`src/rtl/loopback_fifo_xfrm.sv`:
```
// USB CDC loopback: OUT-endpoint bytes are transformed on write into a show-ahead FIFO
// and replayed on the IN endpoint, optionally gated into bursts.
module loopback_fifo_xfrm #(
    parameter int BIT_WIDTH   = 8,
    parameter int DEPTH_LOG2  = 4,
    parameter int BURST_LEN   = 8,
    parameter int IDLE_CYCLES = 1024
) (
    input  logic                  clk_i,
    input  logic                  rstn_i,
    input  logic [BIT_WIDTH-1:0]  out_data_i,
    input  logic                  out_valid_i,
    output logic                  out_ready_o,
    output logic [BIT_WIDTH-1:0]  in_data_o,
    output logic                  in_valid_o,
    input  logic                  in_ready_i,
    input  logic [1:0]            mode_i,
    input  logic                  flush_i,
    output logic [DEPTH_LOG2:0]   level_o,
    output logic [15:0]           rx_count_o,
    output logic [15:0]           tx_count_o
);

    localparam int DEPTH = 1 << DEPTH_LOG2;
    localparam int LVL_W = DEPTH_LOG2 + 1;
    localparam int TMR_W = $clog2(IDLE_CYCLES) + 1;

    localparam logic [LVL_W-1:0] FULL_LVL   = LVL_W'(DEPTH);
    localparam logic [LVL_W-1:0] BURST_LVL  = LVL_W'(BURST_LEN);
    localparam logic [TMR_W-1:0] TMR_LAST   = TMR_W'(IDLE_CYCLES - 1);
    localparam logic [1:0]       MODE_BURST = 2'd3;

    typedef enum logic [1:0] {
        ST_IDLE,
        ST_COLLECT,
        ST_DRAIN
    } burst_state_t;

    logic [BIT_WIDTH-1:0]  mem [DEPTH];
    logic [DEPTH_LOG2-1:0] wr_ptr_reg, wr_ptr_next;
    logic [DEPTH_LOG2-1:0] rd_ptr_reg, rd_ptr_next;
    logic [LVL_W-1:0]      level_reg, level_next;
    logic [15:0]           rx_count_reg, tx_count_reg;
    logic [TMR_W-1:0]      timer_reg, timer_next;
    burst_state_t          state_reg, state_next;

    logic                  wr_en;
    logic                  rd_en;
    logic [BIT_WIDTH-1:0]  wr_data_xf;

    // Ready looks only at registered level, so a read never raises it in the same cycle.
    assign out_ready_o = (level_reg != FULL_LVL) && !flush_i;
    assign wr_en       = out_valid_i && out_ready_o;

    assign in_valid_o  = !flush_i && (level_reg != '0) &&
                         ((mode_i != MODE_BURST) || (state_reg == ST_DRAIN));
    assign rd_en       = in_valid_o && in_ready_i;
    assign in_data_o   = mem[rd_ptr_reg];

    assign level_o     = level_reg;
    assign rx_count_o  = rx_count_reg;
    assign tx_count_o  = tx_count_reg;

    always_comb begin
        wr_data_xf = out_data_i;
        case (mode_i)
            2'd1:    wr_data_xf = ~out_data_i;
            2'd2:    wr_data_xf = out_data_i + BIT_WIDTH'(1);
            default: wr_data_xf = out_data_i;
        endcase
    end

    always_comb begin
        wr_ptr_next = wr_ptr_reg;
        rd_ptr_next = rd_ptr_reg;
        level_next  = level_reg;
        if (flush_i) begin
            wr_ptr_next = '0;
            rd_ptr_next = '0;
            level_next  = '0;
        end else begin
            if (wr_en) wr_ptr_next = wr_ptr_reg + DEPTH_LOG2'(1);
            if (rd_en) rd_ptr_next = rd_ptr_reg + DEPTH_LOG2'(1);
            case ({wr_en, rd_en})
                2'b10:   level_next = level_reg + LVL_W'(1);
                2'b01:   level_next = level_reg - LVL_W'(1);
                default: level_next = level_reg;
            endcase
        end
    end

    // The idle timeout compares the post-edge timer value, so the release edge is the
    // (IDLE_CYCLES-1)th write-free edge after the last accepted byte.
    always_comb begin
        state_next = state_reg;
        timer_next = timer_reg;
        if (flush_i || (mode_i != MODE_BURST)) begin
            state_next = ST_IDLE;
            timer_next = '0;
        end else begin
            case (state_reg)
                ST_IDLE: begin
                    timer_next = '0;
                    if (wr_en) state_next = ST_COLLECT;
                end
                ST_COLLECT: begin
                    timer_next = wr_en ? '0 : timer_reg + TMR_W'(1);
                    if ((level_next >= BURST_LVL) || (timer_next == TMR_LAST))
                        state_next = ST_DRAIN;
                end
                ST_DRAIN: begin
                    timer_next = '0;
                    if (level_next == '0) state_next = ST_IDLE;
                end
                default: begin
                    state_next = ST_IDLE;
                    timer_next = '0;
                end
            endcase
        end
    end

    always_ff @(posedge clk_i) begin
        if (!rstn_i) begin
            wr_ptr_reg   <= '0;
            rd_ptr_reg   <= '0;
            level_reg    <= '0;
            rx_count_reg <= '0;
            tx_count_reg <= '0;
            timer_reg    <= '0;
            state_reg    <= ST_IDLE;
        end else begin
            wr_ptr_reg   <= wr_ptr_next;
            rd_ptr_reg   <= rd_ptr_next;
            level_reg    <= level_next;
            timer_reg    <= timer_next;
            state_reg    <= state_next;
            if (wr_en) rx_count_reg <= rx_count_reg + 16'd1;
            if (rd_en) tx_count_reg <= tx_count_reg + 16'd1;
        end
    end

    always_ff @(posedge clk_i) begin
        if (rstn_i && wr_en) mem[wr_ptr_reg] <= wr_data_xf;
    end

endmodule
```
`config.mk`:
```
export PLATFORM = sky130hd
export DESIGN_NAME = loopback_fifo_xfrm
export DESIGN_NICKNAME = d
export VERILOG_FILES = /design/src/rtl/loopback_fifo_xfrm.sv
export SDC_FILE = /design/constraint.sdc
export NUM_CORES = 1
export LEC_CHECK = 0
export ABC_AREA = 1
export CAP_MARGIN = 30
export CORE_ASPECT_RATIO = 1.25
export CORE_MARGIN = 2
export CORE_UTILIZATION = 58
export DETAILED_ROUTE_END_ITERATION = 12
export GPL_TIMING_DRIVEN = 1
export PLACE_DENSITY = 0.82
export SYNTH_ARGS = -nofsm -noshare
export SYNTH_HDL_FRONTEND = slang
export SYNTH_SLANG_ARGS = --single-unit
```
`constraint.sdc`:
```
create_clock -name clk_i -period 8.07 [get_ports clk_i]
set_input_delay 2.0175 -clock clk_i [delete_from_list [all_inputs] [get_ports clk_i]]
set_output_delay 2.0175 -clock clk_i [all_outputs]
set_load 0.005 [all_outputs]
```
* Word level (Yosys, flattened, before mapping)
Memory sizes are Yosys's and may differ from the RTL's. A register that Yosys moved wholly into a read port is not among the register bits. Index checks and enable logic that the tools add are counted.
Word-level totals: register bits 58, RAM bits 128, memories 1, input bits 15
Cells by class: add/sub/neg operators 8, magnitude comparators 1, equal/unequal tests 12, bitwise logic cells 3, reductions and logical operators 17, mux-type cells 12
Memories:
- mem | depth 16, width 8, read ports 1, clocked after memory_dff 1, write ports 1, line 39 | logic [BIT_WIDTH-1:0] mem [DEPTH];
Operators by type and width (number):
- $add 16x1->16 const B | 2
- $pmux 8 s2 | 1
- $add 11x1->11 const B | 1
- $eq 11x10->1 const B | 1
- $mux 11 | 1
- $pmux 5 s2 | 1
- $add 4x1->4 const B | 2
- $add 8x1->8 const B | 1
- $mux 4 | 2
- $not 8->8 | 1
- $eq 2x1->1 const B | 3
- $eq 2x2->1 const B | 3
- $logic_and 1x1->1 | 6
- $mux 2 | 3
- $ne 2x2->1 const B | 3
- $pmux 2 s3 | 1
- $add 5x1->5 const B | 1
- $ge 5x4->1 const B | 1
- $logic_not 5->1 | 1
- $mux 5 | 1
- $ne 5x5->1 const B | 1
- $reduce_bool 5->1 | 1
- $sub 5x1->5 const B | 1
- $reduce_or 2->1 | 2
- 8 further kinds | 12

* Logic depth before layout (Yosys ltp)
Gate-level depths: netlist of run 1.
word-level depth 11, mapped depth 25, mapped depth without buffers 24

* Worst setup path after synthesis of run 1
No wires, ideal clock.
kind input to output, start input port mode_i[0], end output port in_valid_o, required time 6.052 ns, path slack 3.639 ns, cell stages on the path 2, arrival time 2.413 ns, cell sequence ha_1 -> a21oi_2
On the way: cells in the longest elaborated chain, start to end 3
RTL lines:
- from (decl) | line 17 | input logic [1:0] mode_i,
- $ne 2x2->1 | line 56 | ((mode_i != MODE_BURST) || (state_reg == ST_DRAIN));
- $logic_or 1x1->1 | line 56
- $logic_and 1x1->1 | line 55 | assign in_valid_o = !flush_i && (level_reg != '0) &&
- to (decl) | line 15 | output logic in_valid_o,
Every way passes these cells.

* Worst setup path in the final report of run 1
Ends and elaborated chain as after synthesis.

==> flow_summary.yaml, run 1 <==
outcome:
  status: "finished clean"
sta:
  finalWorstSetupSlack_ns: 2.518
  tns_ns: 0
  rsz0062_at_grt: "no"
  fmax_mhz: 180.1
  worst_pin_slew_ns: 1.032
  period_share_pct: 68.80
  skew_ns: 0.008010
  final-hold-violation-count: 0
  period_minus_slack_ns: 5.552
  final_max_slew_viol_count: 0
  setup_viol: 0
  slew_headroom_pct: 31.10
yosys:
  synth_seq_cells: 190
  netlist_instances: 878
  synthesis.area_sq_um: 8758
  synth.top_cell.area_share_pct: 43.89
  yosys_warnings: 0
  synth_nets: 908
  ys_types: 48
  yosysTopAreaCell: "edfxtp_1"
  yosys-top-cells-area: "edfxtp_1 44%, dfxtp_1 14%, nand2_1 5.6%"
  yosysSeqAreaShare_pct: 58.06
  syn_avg_cell_area_sq_um: 9.975
floorplanning:
  die_area_sq_um: 16110
  dieWidth_um: 113.9
  core-area_sq_um: 14890
  start_util_pct: 58.82
  rows: 50
  fp.dieH_um: 141.4
  io_pins: 62
worst_setup_path:
  critPathKind: "input port to primary output"
  critical_path_buf_inv_count: 2
  slowest_delay_ns: 0.54
  cp_top_family: "buffers and inverters"
  endpoint: "in_valid_o"
  crit_path_start: "mode_i[0]"
  r2r_end: "state_reg[1]"
  path_cells: "clkdlybuf4s50_1 > ha_1 > a21oi_2 > clkdlybuf4s50_1"
  worst_path_most_repeated_cell: "clkdlybuf4s50_1"
  r2r_cells: 23
  start_kind: "input port"
  r2r-start: "level_o[2]"
  cp_max_fo: 3
  reg2reg_slack_ns: 5.18
  end_kind: "primary output"
  slowest_stage: "clkdlybuf4s50_1"
  worst_ep_arrival_time_ns: 3.53
  cp.required_ns: 6.05
  worst-path-stages: 4
clock_network:
  root_buffer: "clkbuf_16"
  post_cts_resized: 0
  max-clock-path-buffers: 2
  h-tree-depth: 4
  worstSkewPairLatency_ns: 0.42
  cts.sinks: 190
  cts_buffers: 17
  cts_setup_buffers: 0
  ctsHoldBuffers: 0
  clk_pin_slew_worst_paths_ns: 0.07
  cts_tree: "built"
placed_design:
  portBuffers: 61
  place_congestion: 0.8680
  dp_slack_ns: 2.528
  dpl.hpwl_um: 11760
route:
  wire_per_inst_um: 15.83
  routed_wl_um: 17870
  via_per_inst: 5.689
  drt_iter0_drc: 469
  drc: 0
  ant_nets: 0
  drt_pass1_iterations: 5
  route.vias.total: 6423
global_routing:
  grt_overflow_total: 0
  grt_max_degree: 82
  grt_pass1_wl_um: 28990
  grt_pass1_vias: 6144
  track_usage_pct: 23.19
  antenna_found_initial: 0
power:
  p_sw_mw: 0.4463
  switching_share_pct: 21.88
  power_density_nw_per_um2: 201.3
  clkPwrFrac_pct: 42.2
  combPwrFrac_pct: 5.8
  p_seq_share_pct: 52.0
  ir_worst_vdd_mv: 0.1291
  p_int_mw: 1.593
  p_leak_nw: 3.479
cells_and_area:
  n_fill_cell: 1074
  antennaDiodeCount: 0
  largest_register: "mem"
  syn2layout_area_growth_pct: 15.69
  seqCellArea_sq_um: 5089
  num-nets-final: 964
  post-route-util_pct: 68.05
  largest_register_ffs: 128
  multi_input_area_sq_um: 3079
  layout-drive-gt1-share_pct: 8.553
hold_path:
  hp-class: "flop to flop"
job:
  max_cap_violations: 0
[cell usage after synthesis (all sizes together)]
master and number:
nand3b 2, nor2 75, nor3b 1, or2 1, o221ai 1, xnor2 5
inv 116, nor3 25, clkinv 1, a32o 1, a221oi 1, a22oi 1
mux2i 32, o21ba 1, xor2 5, nor4 5, a21oi 76, o21ai 69
ha 15, o211ai 33, a31oi 3, clkbuf 16, o211a 1, o21bai 2
edfxtp 128, o21a 3, buf 15, nand4 14, nand2 133, nand3 35
dfxtp 62
[layout make-up]
type                    instances  share of cell area [%]
flip-flops and latches        190                   50.22
multi-input cells             540                   30.39
repair buffers                 68                   6.779
inverters                     117                   4.347
clock buffers                  19                   4.273
well taps                     182                   2.247
clock inverters                13                   1.741
[cells in the final DEF (no fill, tap or decap), types with 4 or more instances in the layout]
cell type	instances
a21oi_1	74
buf_4	5
clkbuf_16	17
clkdlybuf4s50_1	61
dfxtp_1	61
edfxtp_1	128
ha_1	15
inv_1	108
inv_2	8
inv_6	5
mux2i_1	32
nand2_1	130
nand3_1	28
nand3_2	6
nand4_1	12
nor2_1	64
nor2_2	7
nor2_4	4
nor3_1	20
nor3_2	4
o211ai_1	33
o21ai_0	59
o21ai_1	9
xnor2_1	5
xor2_1	5
[routing by layer]
layer  routed length, um  up-vias  GRT usage [%]
met5                   0        -              0
met4                 451        0          9.243
met3                 901       32          4.400
met2                9546      223          42.64
met1                6967     3024          26.43
li1                    -     3144              -
[stage by stage]
step	instance area, sq um	total power [mW]	cells	hold WS [ns]
after CTS	10130	2.046	1129	0.4926
after global placement	9477	1.193	1094	0.4688
final	10130	2.039	1129	0.4866
after global routing	10130	2.108	1129	0.5317
after floorplan	8758	1.150	878	0.4510
after detailed placement	9523	1.199	1097	0.4761
[cell families after synthesis]
kind of cell | synth area share, %
AOI/OAI and AO/OA | 12.51
xor gates and xnor gates | 1.000
DFF | 58.06
adders and majority gates | 2.143
buffers and inverters | 6.786
and+or+nand+nor | 15.84
muxes | 3.657
[power groups by stage]
stage / clock network [mW] / logic [mW] / registers, mW
4_1_cts: 0.868 / 0.118 / 1.06
3_5_place_dp: 0 / 0.117 / 1.08
3_3_place_gp: 0 / 0.109 / 1.08
2_1_floorplan: 0 / 0.0696 / 1.08
5_1_grt: 0.917 / 0.131 / 1.06
6_report: 0.861 / 0.118 / 1.06
[worst min path at each step]
| stage | startpoint | end | slack (ns) | depth (start not counted) |
|---|---|---|---|---|
| CTS | timer_reg[0] | timer_reg[0] | 0.49 | 1 |
| global route | tx_count_o[15] | tx_count_o[15] | 0.53 | 2 |
| detailed placement | timer_reg[0] | timer_reg[0] | 0.48 | 1 |
| finish | timer_reg[0] | timer_reg[0] | 0.49 | 1 |
| global placement | timer_reg[0] | timer_reg[0] | 0.47 | 1 |
| floorplan | timer_reg[0] | timer_reg[0] | 0.45 | 1 |
Note: power is estimated with default switching activity, not from simulation.
==> inputs of run 2 (changes only) <==
--- a/config.mk
+++ b/config.mk
@@ -9,10 +9,10 @@
 export CAP_MARGIN = 30
 export CORE_ASPECT_RATIO = 1.25
 export CORE_MARGIN = 2
-export CORE_UTILIZATION = 58
+export CORE_UTILIZATION = 53
 export DETAILED_ROUTE_END_ITERATION = 12
 export GPL_TIMING_DRIVEN = 1
-export PLACE_DENSITY = 0.82
+export PLACE_DENSITY = 0.79
 export SYNTH_ARGS = -nofsm -noshare
 export SYNTH_HDL_FRONTEND = slang
 export SYNTH_SLANG_ARGS = --single-unit
==> constraint.sdc (replaced) <==
create_clock -name clk_i -period 4.7 [get_ports clk_i]
set_input_delay 1.175 -clock clk_i [delete_from_list [all_inputs] [get_ports clk_i]]
set_output_delay 1.175 -clock clk_i [all_outputs]
set_load 0.005 [all_outputs]
==> flow_summary.yaml, run 2 (synthesized netlist as in run 1, its figures left out) <==
global_routing:
  grt_max_degree: 50
  track_usage_pct: 21.81
  grt_pass1_wl_um: 29870
  antenna_found_initial: 0
  grt_pass1_vias: 6085
  grt_overflow_total: 0
cells_and_area:
  num-nets-final: 968
  post-route-util_pct: 62.66
  largest_register: "mem"
  largest_register_ffs: 128
  n_fill_cell: 1253
  syn2layout_area_growth_pct: 15.90
  antennaDiodeCount: 0
  final_cell_mix: "130 x nand2_1, 128 x edfxtp_1, 108 x inv_1"
  layout_commonest_cell: "nand2_1"
  layout-drive-gt1-share_pct: 8.728
  seqCellArea_sq_um: 5089
  multi_input_area_sq_um: 3079
worst_setup_path:
  critPathKind: "input port to primary output"
  r2r_cells: 23
  cp.required_ns: 3.52
  critical_path_buf_inv_count: 3
  slowest_stage: "clkdlybuf4s50_1"
  worst-path-stages: 5
  slowest_delay_ns: 0.57
  worst_ep_arrival_time_ns: 2.74
  start_kind: "input port"
  worst_path_most_repeated_cell: "clkdlybuf4s50_1"
  path_cells: "clkdlybuf4s50_1 > inv_2 > nand2_1 > a21oi_2 > clkdlybuf4s50_1"
  cp_max_fo: 6
  cp_top_family: "buffers and inverters"
  end_kind: "primary output"
route:
  drt_pass1_iterations: 5
  drt_iter0_drc: 498
  routed_wl_um: 18680
  route.vias.total: 6371
  drc: 0
  via_per_inst: 5.459
  ant_nets: 0
  wire_per_inst_um: 16.01
clock_network:
  root_buffer: "clkbuf_16"
  max-clock-path-buffers: 2
  cts.sinks: 190
  cts_buffers: 17
  post_cts_resized: 0
  worstSkewPairLatency_ns: 0.43
  cts_setup_buffers: 0
  cts_tree: "built"
  h-tree-depth: 4
  ctsHoldBuffers: 0
  clk_pin_slew_worst_paths_ns: 0.06
floorplanning:
  io_pins: 62
  dieWidth_um: 119.0
  start_util_pct: 54.06
  rows: 52
  fp.dieH_um: 147.7
  die_area_sq_um: 17580
  core-area_sq_um: 16200
power:
  power_density_nw_per_um2: 334.0
  ir_worst_vdd_mv: 0.1722
  p_leak_nw: 3.481
  power.total_mw: 3.390
sta:
  period_share_pct: 83.19
  period_minus_slack_ns: 3.910
  worst_pin_slew_ns: 0.8089
  slew_headroom_pct: 45.88
  fmax_mhz: 255.8
  skew_ns: 0.008730
  setup_viol: 0
  final_max_slew_viol_count: 0
  rsz0062_at_grt: "no"
  final-hold-violation-count: 0
  tns_ns: 0
placed_design:
  place_congestion: 0.8706
  dpl.hpwl_um: 12560
  portBuffers: 61
outcome:
  status: "finished clean"
hold_path:
  min_path_cells: 1
  hp-class: "flop to flop"
job:
  max_cap_violations: 0
run 2: changes by cell type in the layout (fill, tap and decap cells not counted), moves of 2 or more:
cell,previous run,this run
inv_8,2,0
clkbuf_8,0,3
buf_4,5,9
bufinv_16,3,1
inv_6,5,1
inv_4,0,2
run 2: final timing paths:
kind / from / to / slack, ns
setup / recovery: flush_i / in_valid_o / 0.79
hold / removal: timer_reg[0] / timer_reg[0] / 0.49
hold reg to reg: timer_reg[0] / timer_reg[0] / 0.49
setup reg to reg: level_o[4] / state_reg[1] / 1.82
run 2: where the power goes:
group	internal, mW	switching [mW]
logic	0.0705	0.132
registers	1.81	0.0106
clock network	0.772	0.593
run 2: worst reg2reg max path, stage by stage, from the launching register on:
cell and delay (ns):
dfxtp_1 0.46, inv_1 0.10, nand3_1 0.10, nand2_1 0.07
a21oi_2 0.20, nand2_4 0.16, clkinv_2 0.19, ha_1 0.31
nor2_1 0.08, nor2_2 0.14, ha_1 0.15, inv_1 0.05
nand2_1 0.08, nand3_1 0.10, nand2_1 0.07, nand2_1 0.05
nand2_1 0.05, nand2_1 0.04, nand3_1 0.08, nand2_1 0.07
inv_2 0.06, nand3_2 0.07, nand2_1 0.07, nand2_1 0.04
run 2: layout make-up:
cell class | instances | area share, %
multi-input combinational | 540 | 30.33
inverter | 117 | 4.339
clock buffer | 23 | 4.708
timing repair buffer | 72 | 7.026
tap | 216 | 2.662
sequential | 190 | 50.13
clock inverter | 9 | 0.8012
run 2: metal layers:
metal / part of all wire [%] / track usage, %
met1: 42 / 26.29
met2: 52 / 39.20
met3: 5.1 / 4.668
met4: 1.2 / 6.429
met5: 0 / 0
run 2: per-stage QoR:
stage | worst slack, ns | hold WS (ns) | instances | cell area (sq um)
after floorplan | 1.395 | 0.4510 | 878 | 8758
after global placement | 0.6716 | 0.4680 | 1134 | 9577
after detailed placement | 0.5794 | 0.4777 | 1135 | 9592
after CTS | 0.7851 | 0.4932 | 1167 | 10150
after global routing | 0.6879 | 0.5221 | 1167 | 10150
final | 0.7899 | 0.4876 | 1167 | 10150
